$ cat src/rtl/ram_ctrl_pkg.sv
// Shared definitions for the two-requester RAM controller.
// Contents:
//   state_t                        - controller FSM encoding (IDLE/ACCESS/WAIT/RESP)
//   REQ_M0 / REQ_M1                - requester identifiers (instruction fetch / load-store)
//   DEF_ADDR_WIDTH, DEF_DATA_WIDTH - default memory_ram geometry
package ram_ctrl_pkg;

    typedef enum logic [1:0] {
        ST_IDLE   = 2'd0,
        ST_ACCESS = 2'd1,
        ST_WAIT   = 2'd2,
        ST_RESP   = 2'd3
    } state_t;

    localparam logic REQ_M0 = 1'b0;
    localparam logic REQ_M1 = 1'b1;

    localparam int DEF_ADDR_WIDTH = 8;
    localparam int DEF_DATA_WIDTH = 32;

endpackage

$ cat src/rtl/rr_arbiter2.sv
// Two-way arbiter with a last-grant pointer.
// Ports:
//   i_clk, i_rst_n   - clock, synchronous active-low reset
//   i_req0, i_req1   - requests from M0 / M1
//   i_en             - arbitration allowed this cycle (controller idle)
//   o_gnt            - one-hot combinational grant {M1, M0}; zero when disabled
// A tie goes to the requester not granted last (or always to M1 when
// FIXED_PRIO is set). The pointer only moves when a grant is issued.
module rr_arbiter2
    import ram_ctrl_pkg::*;
#(
    parameter bit FIXED_PRIO = 1'b0
) (
    input  logic       i_clk,
    input  logic       i_rst_n,
    input  logic       i_req0,
    input  logic       i_req1,
    input  logic       i_en,
    output logic [1:0] o_gnt
);

    logic r_last;
    logic w_tie_m1;

    always_comb begin
        w_tie_m1 = FIXED_PRIO ? 1'b1 : (r_last == REQ_M0);
        o_gnt    = 2'b00;
        if (i_en) begin
            if (i_req0 && i_req1) begin
                o_gnt = w_tie_m1 ? 2'b10 : 2'b01;
            end else begin
                o_gnt = {i_req1, i_req0};
            end
        end
    end

    // Reset points at M1 so that M0 wins the first tie.
    always_ff @(posedge i_clk) begin
        if (!i_rst_n) begin
            r_last <= REQ_M1;
        end else if (o_gnt != 2'b00) begin
            r_last <= o_gnt[1];
        end
    end

endmodule

$ cat src/rtl/ram_arbiter.sv
// Two-requester controller for the single-port memory_ram.
// M0 is the instruction-fetch port, M1 the load/store port. One access is
// in flight at a time: IDLE grants and latches, ACCESS drives the RAM
// strobes for one cycle, WAIT covers the RAM read latency, RESP returns the
// read data to the requester that owns the access. All outputs registered.
// Ports:
//   iCLK, iRST_N                     - clock, synchronous active-low reset
//   iMx_REQ/WE/ADDR/WDATA            - requester x access request (x = 0, 1)
//   oMx_GNT                          - 1-cycle pulse, request accepted
//   oMx_RVALID, oMx_RDATA            - 1-cycle read-data valid, read data
//   oRAM_CE/RD/WR/ADDR/DATA          - memory_ram control, address, write data
//   iRAM_DATA                        - memory_ram read data
module ram_arbiter
    import ram_ctrl_pkg::*;
#(
    parameter int ADDR_WIDTH = DEF_ADDR_WIDTH,
    parameter int DATA_WIDTH = DEF_DATA_WIDTH,
    parameter int RD_LATENCY = 1,
    parameter int FIXED_PRIO = 0
) (
    input  logic                  iCLK,
    input  logic                  iRST_N,
    input  logic                  iM0_REQ,
    input  logic                  iM0_WE,
    input  logic [ADDR_WIDTH-1:0] iM0_ADDR,
    input  logic [DATA_WIDTH-1:0] iM0_WDATA,
    output logic                  oM0_GNT,
    output logic                  oM0_RVALID,
    output logic [DATA_WIDTH-1:0] oM0_RDATA,
    input  logic                  iM1_REQ,
    input  logic                  iM1_WE,
    input  logic [ADDR_WIDTH-1:0] iM1_ADDR,
    input  logic [DATA_WIDTH-1:0] iM1_WDATA,
    output logic                  oM1_GNT,
    output logic                  oM1_RVALID,
    output logic [DATA_WIDTH-1:0] oM1_RDATA,
    output logic                  oRAM_CE,
    output logic                  oRAM_RD,
    output logic                  oRAM_WR,
    output logic [ADDR_WIDTH-1:0] oRAM_ADDR,
    output logic [DATA_WIDTH-1:0] oRAM_DATA,
    input  logic [DATA_WIDTH-1:0] iRAM_DATA
);

    // RD_LATENCY is at most 4, so the WAIT counter never exceeds 3.
    localparam int                CNT_W    = 2;
    localparam logic [CNT_W-1:0]  CNT_LOAD = CNT_W'(RD_LATENCY - 1);

    state_t                r_state;
    state_t                w_state_nxt;
    logic                  r_owner;
    logic                  r_we;
    logic [ADDR_WIDTH-1:0] r_addr;
    logic [DATA_WIDTH-1:0] r_wdata;
    logic [CNT_W-1:0]      r_cnt;
    logic [1:0]            w_gnt;
    logic                  w_idle;

    assign w_idle = (r_state == ST_IDLE);

    rr_arbiter2 #(
        .FIXED_PRIO (FIXED_PRIO != 0)
    ) u_arb (
        .i_clk   (iCLK),
        .i_rst_n (iRST_N),
        .i_req0  (iM0_REQ),
        .i_req1  (iM1_REQ),
        .i_en    (w_idle),
        .o_gnt   (w_gnt)
    );

    always_comb begin
        w_state_nxt = r_state;
        case (r_state)
            ST_IDLE:   if (w_gnt != 2'b00) w_state_nxt = ST_ACCESS;
            ST_ACCESS: w_state_nxt = r_we ? ST_IDLE : ST_WAIT;
            ST_WAIT:   if (r_cnt == '0) w_state_nxt = ST_RESP;
            ST_RESP:   w_state_nxt = ST_IDLE;
            default:   w_state_nxt = ST_IDLE;
        endcase
    end

    always_ff @(posedge iCLK) begin
        if (!iRST_N) begin
            r_state    <= ST_IDLE;
            r_owner    <= REQ_M0;
            r_we       <= 1'b0;
            r_addr     <= '0;
            r_wdata    <= '0;
            r_cnt      <= '0;
            oM0_GNT    <= 1'b0;
            oM1_GNT    <= 1'b0;
            oM0_RVALID <= 1'b0;
            oM1_RVALID <= 1'b0;
            oM0_RDATA  <= '0;
            oM1_RDATA  <= '0;
            oRAM_CE    <= 1'b0;
            oRAM_RD    <= 1'b0;
            oRAM_WR    <= 1'b0;
            oRAM_ADDR  <= '0;
            oRAM_DATA  <= '0;
        end else begin
            r_state    <= w_state_nxt;
            // Grants are only non-zero in IDLE, so GNT is a single pulse.
            oM0_GNT    <= w_gnt[0];
            oM1_GNT    <= w_gnt[1];
            oM0_RVALID <= 1'b0;
            oM1_RVALID <= 1'b0;
            oRAM_RD    <= 1'b0;
            oRAM_WR    <= 1'b0;
            case (r_state)
                ST_IDLE: begin
                    if (w_gnt != 2'b00) begin
                        r_owner <= w_gnt[1];
                        r_we    <= w_gnt[1] ? iM1_WE    : iM0_WE;
                        r_addr  <= w_gnt[1] ? iM1_ADDR  : iM0_ADDR;
                        r_wdata <= w_gnt[1] ? iM1_WDATA : iM0_WDATA;
                    end
                end
                ST_ACCESS: begin
                    // CE and ADDR are left holding after this cycle.
                    oRAM_CE   <= 1'b1;
                    oRAM_ADDR <= r_addr;
                    oRAM_DATA <= r_wdata;
                    oRAM_WR   <= r_we;
                    oRAM_RD   <= !r_we;
                    r_cnt     <= CNT_LOAD;
                end
                ST_WAIT: begin
                    if (r_cnt != '0) r_cnt <= r_cnt - 1'b1;
                end
                ST_RESP: begin
                    if (r_owner == REQ_M1) begin
                        oM1_RDATA  <= iRAM_DATA;
                        oM1_RVALID <= 1'b1;
                    end else begin
                        oM0_RDATA  <= iRAM_DATA;
                        oM0_RVALID <= 1'b1;
                    end
                end
                default: ;
            endcase
        end
    end

endmodule

$ cat config.mk
export PLATFORM = sky130hd
export DESIGN_NAME = ram_arbiter
export DESIGN_NICKNAME = d
export VERILOG_FILES = /design/src/rtl/ram_ctrl_pkg.sv /design/src/rtl/rr_arbiter2.sv /design/src/rtl/ram_arbiter.sv
export SDC_FILE = /design/constraint.sdc
export NUM_CORES = 1
export LEC_CHECK = 0
export ABC_AREA = 1
export BUFFER_PORTS_ARGS = -buffer_cell sky130_fd_sc_hd__buf_2
export CAP_MARGIN = 20
export CORE_MARGIN = 2
export CORE_UTILIZATION = 25
export DETAILED_ROUTE_END_ITERATION = 12
export HOLD_SLACK_MARGIN = 0.1
export PLACE_DENSITY = 0.57
export SYNTH_ARGS = -nofsm -noshare
export SYNTH_HDL_FRONTEND = slang
export SYNTH_HIERARCHICAL = 1
export SYNTH_SLANG_ARGS = --single-unit
$ cat constraint.sdc
create_clock -name iCLK -period 1.9 [get_ports iCLK]
set_input_delay 0.095 -clock iCLK [delete_from_list [all_inputs] [get_ports iCLK]]
set_output_delay 0.095 -clock iCLK [all_outputs]
set_load 0.01 [all_outputs]
==> flow_summary.ini, run 1 <==
[detailed_routing]
via_count = 6334
first_iter_violations = 331
wl_per_cell_um = 13.4
drc = 0
drtAntennaViolNets = 0
first_pass_iters = 4
viasPerCell = 4.26
drt_wl_total_mm = 20.0

[sta]
hold_viol = 0
holdWs_ns = 0.173
grt_setup_unrepaired = no
slew_violations = 0
fin_worst_skew_ns = 0.0114
max_slew.worst_pin.slew_ns = 0.630
fmax_ghz = 0.646
relSlewSlack_pct = 57.9
finalSetupViolations = 0
finalCriticalPeriod_ns = 1.55
finalSetupTns_ns = 0
fin_crit_sh_pct = 81.5

[final_layout]
diodes = 0
fillers = 2428
seq_area_um2 = 3160
areaGrowthSynthToFinish_pct = 54.1
multiInputGateArea_um2 = 2500
nets = 1274
layout-drive-gt1-share_pct = 24.3

[worst_setup_path]
critPathTopFamily = simple AND/OR/NAND/NOR gates
reg2reg_to = r_wdata[4]
regToRegSetupSlack_ns = 0.35
cp_max_fo = 21
worst-path-stages = 11
worstPathCellList = nor2_1 -> nand2_1 -> inv_1 -> nand2_2 -> inv_1 -> clkinv_1 -> nand2_1 -> nand2_1 -> buf_4 -> nand2_1 -> a21oi_1
slowest_stage = dfxtp_1
worstRegToRegCells = 11
worst_ep_required_time_ns = 2.21
crit_end = r_wdata[4]
criticalPathCategory = reg2reg
cp-start-kind = flop
critPathMaxStageDelay_ns = 0.34
crit_start = r_state[0]
arrival_ns = 1.85
path_common_cell = nand2_1
critical_path_buf_inv_count = 4
endpoint_kind = flop
r2r_start = r_state[0]

[global_routing]
antenna_found_initial = 1
grt_pass1_wl_mm = 30.6
grt_overflow = 0
grt_max_degree = 114
grt_pass1_vias = 6118
grtUsageTotal_pct = 15.6

[power_and_ir_drop]
peakVddDrop_mv = 0.532
power_density_nw_per_um2 = 1090
leakagePower_nw = 4.46

[clock_network]
cts_made_buffers = 17
cts.clk_slew.worst_paths_ns = 0.07
cts_max_level = 4
cts_root_buf = clkbuf_16
post_cts_buffers = 0
cts_tree = built
cts_hold_buf = 117
clock_sinks = 158
cts_resized = 0
cts.path.max_buffers = 2
clock_latency_ns = 0.42

[floorplanning]
die_h_um = 158
die_w_um = 158
core_um2 = 23500
io_pins = 229
die_area_um2 = 25100
row_count = 56
start_util_pct = 25.4

[synthesis]
synth_top_area_share_pct = 53.0
yosysWarnings = 6
ys_ff_latch = 158
netlist_instances = 829
syn-cell-area_um2 = 5960
synth_fp_nets = 948
ys_seq_area_share_pct = 53.0
ys_types = 20
avgSynthCellArea_um2 = 7.19
synth_top_cell_by_area = dfxtp_1
netlist_top_cells_area = dfxtp_1, nand2_1, nor2_1

[worst_hold_path]
min_from = iRST_N
min_path_type = in2reg

[place]
hpwl_mm = 11.9
gp_congestion = 0.736
numPortBuffers = 228

[outcome]
status = finished, final reports clean

[flow_run]
drv_cap = 0
-- registers in the layout (all words and copies together), names as in the netlist, named ones only --
signal	count
u_arb/r_last	1
oM1_GNT	1
oRAM_CE	1
oRAM_RD	1
r_state	1
oM0_RDATA	32
r_owner	1
oRAM_DATA	32
r_we	1
oM1_RVALID	1
r_wdata	32
r_addr	8
oM0_GNT	1
oRAM_ADDR	8
r_cnt	2
oM1_RDATA	32
oM0_RVALID	1
oRAM_WR	1
-- worst register-to-register path, delay by kind of cell, from the launching register on --
family	cells	cell delay, ns
compound gates	1	0.07
buf+inv	4	0.50
flops	1	0.34
simple gates	6	0.54
-- stage by stage --
stage	utilization (%)	instances	total power [W]	instance area, um^2	setup WS, ns
6_report	39.1	1487	0.00998	9190	0.352
3_5_place_dp	31.7	1338	0.00652	7450	0.347
4_1_cts	39.1	1487	0.0101	9190	0.338
3_3_place_gp	31.7	1338	0.00649	7450	0.369
2_1_floorplan	-	829	0.00556	5960	0.315
5_1_grt	39.1	1487	0.0106	9190	0.172
-- logic make-up after synthesis --
family	share of synthesized area (%)
buffers and inverters	5.27
DFF	53.0
and+or+nand+nor	28.8
adders and majority gates	0.210
AOI/OAI and AO/OA	12.7
-- Yosys cell counts --
cell / number
nand2_1: 220
nor2_1: 216
dfxtp_1: 158
o21ai_0: 98
a21oi_1: 45
buf_2: 25
clkbuf_1: 23
inv_1: 13
o21ai_1: 8
nand3_1: 5
buf_4: 4
inv_2: 3
clkinv_1: 2
nand2_2: 2
nor2_4: 2
clkbuf_2: 1
ha_1: 1
nand3_2: 1
nand4_1: 1
nor2_2: 1
-- power breakdown --
part / leakage [nW] / total (W) / switching, W / internal [W]
Clock: 0.264 / 0.00336 / 0.00149 / 0.00187
Combinational: 2.91 / 0.00257 / 0.00154 / 0.00103
Sequential: 1.29 / 0.00405 / 0.000232 / 0.00382
Total: 4.46 / 0.00998 / 0.00326 / 0.00672
-- worst min path at each step --
stage          depth (start not counted)             to  slack, ns
2_1_floorplan                          1   u_arb/r_last       0.17
3_3_place_gp                           3  oM0_RDATA[31]       0.34
3_5_place_dp                           3  oM0_RDATA[23]       0.34
4_1_cts                                3    r_wdata[29]       0.17
5_1_grt                                3    r_wdata[30]       0.18
6_report                               3      r_addr[1]       0.17
-- cells in the final DEF (no fill, tap or decap), types with 10 or more instances in the layout --
master / synthesis / layout
buf_4: 4 / 10
dfxtp_1: 158 / 158
clkbuf_16: 0 / 17
dlygate4sd3_1: 0 / 117
buf_2: 25 / 228
inv_1: 13 / 13
nor2_1: 216 / 215
nand2_1: 220 / 220
a21oi_1: 45 / 45
o21ai_0: 98 / 98
-- metal layers --
metal,up-vias,global-route usage [%],wire length [um]
met5,-,0,0
met2,171,27.3,9690
met4,0,6.44,561
li1,3261,-,-
met1,2864,17.6,8440
met3,38,5.01,1270
-- area by class of cell --
| cell class | count | share of cell area [%] |
|---|---|---|
| flip-flops and latches | 158 | 34.4 |
| repair buffers | 360 | 27.1 |
| clock buffers | 19 | 4.82 |
| inverters | 18 | 0.735 |
| multi-input cells | 600 | 27.2 |
| clock inverters | 13 | 1.40 |
| well taps | 319 | 4.34 |
No activity file was read; power rests on OpenSTA's default activity.
==> inputs of run 2 (changes only) <==
- ABC_AREA: 1 -> 0
- clock period: 1.9 -> 1.6 ns (I/O delays scaled with it)
==> run 2 against run 1 <==
Compared with the run above:
- the run now ends with negative setup slack left
- register-to-register slack worse by 0.37 ns
- fmax fell by 4.5%
- area after synthesis is 6.1% higher
- combinational power grew 26%
- die area grew 6.0%
- worst hold slack improved by 0.28 ns
- flip-flop and latch count did not move
- critical endpoint is now r_wdata[26]
==> flow_summary.ini, run 2 <==
[global_routing]
grt_pass1_vias = 6241
grt_overflow = 0
grt_pass1_wl_mm = 32.7
grtUsageTotal_pct = 15.6
antenna_found_initial = 0
grt_max_degree = 41

[synthesis]
netlist_instances = 699
ys_types = 29
yosys.cell_count.top_type = nand2_1
async_reset_ff_share_pct = 0
synth_commonest_cells = nand2_1, dfxtp_1, a21boi_1
ys_ff_latch = 158
synth-main-ff-cell = dfxtp_1
syn-cell-area_um2 = 6330
ys_seq_area_share_pct = 50.0
avgSynthCellArea_um2 = 9.06
yosysWarnings = 6
synth_top_cell_by_area = dfxtp_1
synth_top_area_share_pct = 50.0
synth_edf_count = 0
netlist_top_cells_area = dfxtp_1, a21boi_1, nand2_1
synth_fp_nets = 818

[detailed_routing]
first_pass_iters = 5
drtAntennaViolNets = 0
first_iter_violations = 295
wl_per_cell_um = 15.6
drc = 0
via_count = 6246
drt_wl_total_mm = 21.5
viasPerCell = 4.53

[sta]
fin_worst_skew_ns = 0.00818
timing.final.ws_setup_ns = -0.0206
fmax_ghz = 0.617
max_slew.worst_pin.slew_ns = 0.444
grt_setup_unrepaired = yes
hold_viol = 0
slew_violations = 0
relSlewSlack_pct = 70.4
finalSetupTns_ns = -0.0950
holdWs_ns = 0.449
fin_crit_sh_pct = 101
finalCriticalPeriod_ns = 1.62
finalSetupViolations = 12

[worst_setup_path]
endpoint_kind = flop
worstPathCellList = nor2_4 -> buf_4 -> nand2_1 -> a21oi_2 -> or2_4 -> clkbuf_16 -> nand3_1 -> o211a_1
regToRegSetupSlack_ns = -0.02
criticalPathCategory = reg2reg
worst_ep_required_time_ns = 1.91
slowest_stage = dfxtp_2
reg2reg_to = r_wdata[26]
critPathMaxStageDelay_ns = 0.33
worstRegToRegCells = 8
cp_max_fo = 11
cp-start-kind = flop
arrival_ns = 1.93

[floorplanning]
io_pins = 229
core_um2 = 25000
start_util_pct = 25.3
die_w_um = 163
row_count = 58
die_area_um2 = 26600
die_h_um = 163

[power_and_ir_drop]
leakagePower_nw = 4.59
power_density_nw_per_um2 = 1220
power_w = 0.0122
peakVddDrop_mv = 0.690

[worst_hold_path]
min_to = oM1_RDATA[26]
hold_depth = 2
min_path_type = reg2reg
min_from = oM1_RDATA[26]

[outcome]
violations = negative setup slack
status = finished with violations

[final_layout]
layout-drive-gt1-share_pct = 30.0
finalInstanceArea_um2 = 9980
final_util_pct = 39.9
layout_common_cells = buf_2, nand2_1, dfxtp_1, dlygate4sd3_1, a21boi_1
nets = 1156
diodes = 0
fillers = 2511
final_common_cell = buf_2
areaGrowthSynthToFinish_pct = 57.7

[clock_network]
cts_max_level = 4
cts.clk_slew.worst_paths_ns = 0.07
cts_made_buffers = 17
cts_root_buf = clkbuf_16
clock_sinks = 158
cts_tree = built
cts.path.max_buffers = 2
clock_latency_ns = 0.41

[place]
numPortBuffers = 228
gp_congestion = 0.752
hpwl_mm = 12.0
place_area_um2 = 7940

[flow_run]
drv_cap = 0
==> run 2: cell count changes in the layout (fill, tap and decap cells not counted), sizes merged, moves of 9 or more <==
| cell | change |
|---|---|
| nor2 | -214 |
| a21boi | +107 |
| o21ai | -106 |
| a21oi | -43 |
| mux2i | +42 |
| o211a | +41 |
| nand3 | +36 |
| buf | +16 |
| inv | -12 |
| nand2 | -11 |
| and2 | +9 |
==> run 2: where the power goes <==
group          leakage (nW)  internal [W]  switching, W
combinational          3.02       0.00154       0.00170
clock                 0.287       0.00249       0.00178
sequential             1.29       0.00443      0.000266
==> run 2: repair_timing <==
action | 4_1_cts | 5_1_grt
hold buffers | 117 | 0
pin swaps | 0 | 5
endpoints found under the setup margin | 41 | 43
gates cloned | 5 | 5
hold endpoints to repair | 108 | 0
resized for setup | 8 | 18
setup buffers | 3 | 1
==> run 2: cell families after synthesis <==
group           share of synthesized area [%]
mux                                      6.64
fa+ha+maj                               0.198
flops                                    50.0
compound gates                           20.3
simple gates                             17.9
buf+inv                                  5.06
==> run 2: cell type report <==
type | instances | area, um^2 | share of cell area [%]
clock buffer | 17 | 425 | 4.26
clock inverter | 14 | 183 | 1.83
inverter | 3 | 11.3 | 0.113
multi-input combinational | 478 | 2950 | 29.6
sequential | 158 | 3170 | 31.7
tap | 330 | 413 | 4.14
timing repair buffer | 379 | 2830 | 28.3
==> run 2: how the worst max path moves through the flow <==
stage          slack (ns)  startpoint  cells past startpoint           to
4_1_cts             -0.03        flop                      8  r_wdata[21]
3_3_place_gp        -0.03        flop                      6  r_wdata[12]
6_report            -0.02        flop                      8  r_wdata[26]
2_1_floorplan       -0.36  r_state[0]                     13    r_addr[0]
3_5_place_dp        -0.07        flop                      8  r_wdata[17]
5_1_grt             -0.09        flop                      8    r_addr[5]
==> run 2: stage by stage <==
stage / setup WS [ns] / std cells
floorplan: -0.362 / 699
global placement: -0.0321 / 1219
detailed placement: -0.0651 / 1219
CTS: -0.0292 / 1375
global route: -0.0866 / 1379
finish: -0.0206 / 1379
==> run 2: critical path, delay by kind of cell, from the launching register on <==
| family | cells | cell delay [ns] |
|---|---|---|
| AND/OR/NAND/NOR | 4 | 0.56 |
| buffers and inverters | 2 | 0.37 |
| flip-flops | 1 | 0.33 |
| AO/OA/AOI/OAI | 2 | 0.26 |
==> run 2: layer usage <==
layer	vias to the layer above	routed length [um]	global-route usage (%)	part of all wire [%]
li1	3048	-	-	-
met1	2967	9460	18.5	44
met2	209	10500	28.2	49
met3	22	1220	3.56	5.6
met4	0	312	4.30	1.4
met5	-	0	0	0
==> inputs of run 3 (changes only) <==
- CORE_UTILIZATION: 25 -> 40
- PLACE_DENSITY: 0.57 -> 0.78
==> run 3 against run 2 <==
Compared with the run above:
- first-iteration DRC count increased by 21%
- flip-flop and latch count unchanged
- fmax decreased by 0.21%
- global-route usage increased by 7.0 points
- the flow still finishes with violations (negative setup slack)
- critical path depth unchanged
- highest routed layer unchanged
- sequential power about the same
- die area decreased by 37%
- worst setup slack got worse by 0.0034 ns
- clock power increased by 5.9%
- core utilization increased by 25 points
==> flow_summary.ini, run 3 (same netlist as run 2, synthesis figures left out) <==
[floorplanning]
row_count = 45
die_w_um = 130
io_pins = 229
die_area_um2 = 16800
die_h_um = 130
start_util_pct = 41.3
core_um2 = 15300

[power_and_ir_drop]
p_switching_w = 0.00345
p_int_w = 0.00880
seqPwrFrac_pct = 38.4
leakagePower_nw = 4.60
power_density_nw_per_um2 = 1240
switching_share_pct = 28.2
p_clk_share_pct = 36.8
peakVddDrop_mv = 0.846
combPwrFrac_pct = 24.8

[worst_setup_path]
r2r_start = r_state[0]
critPathMaxStageDelay_ns = 0.33
cp_max_fo = 7
cp-start-kind = flop
endpoint_kind = flop
criticalPathCategory = reg2reg
regToRegSetupSlack_ns = -0.02
worstRegToRegCells = 8
arrival_ns = 1.93
slowest_stage = dfxtp_2
worstPathCellList = nor2_4 -> nand2_4 -> a21oi_4 -> buf_12 -> clkbuf_16 -> mux2i_1 -> nand3_1 -> o211a_1
reg2reg_to = r_wdata[5]
worst_ep_required_time_ns = 1.91

[worst_hold_path]
hold_depth = 2
min_from = oM0_RDATA[5]
min_path_type = reg2reg
min_to = oM0_RDATA[5]

[sta]
holdWs_ns = 0.448
fin_worst_skew_ns = 0.00990
relSlewSlack_pct = 81.3
grt_setup_unrepaired = yes
slew_violations = 0
finalSetupTns_ns = -0.0470
max_slew.worst_pin.slew_ns = 0.280
finalSetupViolations = 5
fin_crit_sh_pct = 101
timing.final.ws_setup_ns = -0.0240
fmax_ghz = 0.616
hold_viol = 0
finalCriticalPeriod_ns = 1.62

[detailed_routing]
drtAntennaViolNets = 0
viasPerCell = 4.99
drc = 0
drt_wl_total_mm = 20.0
first_pass_iters = 5
wl_per_cell_um = 15.9
via_count = 6277
first_iter_violations = 358

[clock_network]
cts.path.max_buffers = 2
cts_made_buffers = 17
cts.clk_slew.worst_paths_ns = 0.06
clock_latency_ns = 0.41
cts_tree = built
cts_max_level = 4
clock_sinks = 158
cts_root_buf = clkbuf_16

[place]
gp_congestion = 0.739
hpwl_mm = 11.2
numPortBuffers = 228

[final_layout]
nets = 1152
layout-drive-gt1-share_pct = 30.1
areaGrowthSynthToFinish_pct = 56.1
final_common_cell = buf_2
layout_common_cells = buf_2, nand2_1, dfxtp_1, dlygate4sd3_1, a21boi_1
fillers = 1152

[global_routing]
antenna_found_initial = 1
grt_pass1_wl_mm = 30.1
grtUsageTotal_pct = 22.6
grt_max_degree = 68
grt_pass1_vias = 6252
grt_overflow = 0

[outcome]
status = finished with violations
violations = negative setup slack

[flow_run]
drv_cap = 0
run 3: cell count changes in the layout (fill, tap and decap cells not counted), sizes merged:
cell | before | now
diode | 0 | 1
and2 | 9 | 6
clkinvlp | 4 | 3
clkbuf | 20 | 22
clkinv | 1 | 5
buf | 259 | 258
inv | 9 | 3
bufinv | 3 | 5
run 3: worst max-delay path by stage:
stage	end	cells past startpoint	startpoint
2_1_floorplan	r_addr[0]	13	r_state[0]
3_3_place_gp	r_we	7	flop
3_5_place_dp	r_wdata[26]	7	flop
4_1_cts	r_wdata[6]	8	flop
5_1_grt	r_wdata[14]	8	r_state[0]
6_report	r_wdata[5]	8	r_state[0]
run 3: power groups by stage:
stage	sequential [W]	combinational [W]	clock, W
2_1_floorplan	0.00479	0.00163	0
3_3_place_gp	0.00476	0.00246	0
3_5_place_dp	0.00477	0.00251	0
4_1_cts	0.00469	0.00285	0.00456
5_1_grt	0.00476	0.00326	0.00475
6_report	0.00471	0.00303	0.00451
run 3: through the flow:
step | cell area [um^2] | instances | power [W] | utilization, % | setup WS, ns
after floorplan | 6370 | 699 | 0.00642 | - | -0.362
after global placement | 7840 | 1101 | 0.00723 | 51.2 | 0.0154
after detailed placement | 7840 | 1101 | 0.00728 | 51.2 | -0.0172
after CTS | 9760 | 1254 | 0.0121 | 63.7 | -0.00948
after global routing | 9880 | 1258 | 0.0128 | 64.5 | -0.114
final | 9880 | 1258 | 0.0123 | 64.5 | -0.0240
run 3: cell type report:
class	instances	area, um^2	share of cell area (%)
Timing Repair Buffer	378	2820	28.5
Sequential cell	158	3170	32.0
Clock inverter	13	213	2.15
Clock buffer	19	453	4.59
Inverter	3	11.3	0.114
Multi-Input combinational cell	475	2950	29.9
Tap cell	211	264	2.67
Antenna cell	1	2.50	0.0253
run 3: per-layer routing:
layer  share of wire, %  global-route usage, %  vias to the layer above
met4                2.6                   9.42                        0
met2                 50                   40.0                      258
met1                 40                   25.2                     2944
met3                7.3                   6.77                       48
met5                  0                      0                        -
li1                   -                      -                     3027
run 3: repair_timing:
item,CTS,global route
pin swaps,0,11
hold buffers,117,0
gates cloned,2,3
gates resized for setup,8,18
setup endpoints to repair,22,42
buffers inserted,2,1
endpoints found under the hold margin,115,0
run 3: critical path, delay by kind of cell (launching register included):
kind,cells,cell delay (ns)
buffers and inverters,2,0.33
multiplexers,1,0.22
AND/OR/NAND/NOR,3,0.33
flip-flops,1,0.33
AO/OA/AOI/OAI,2,0.30
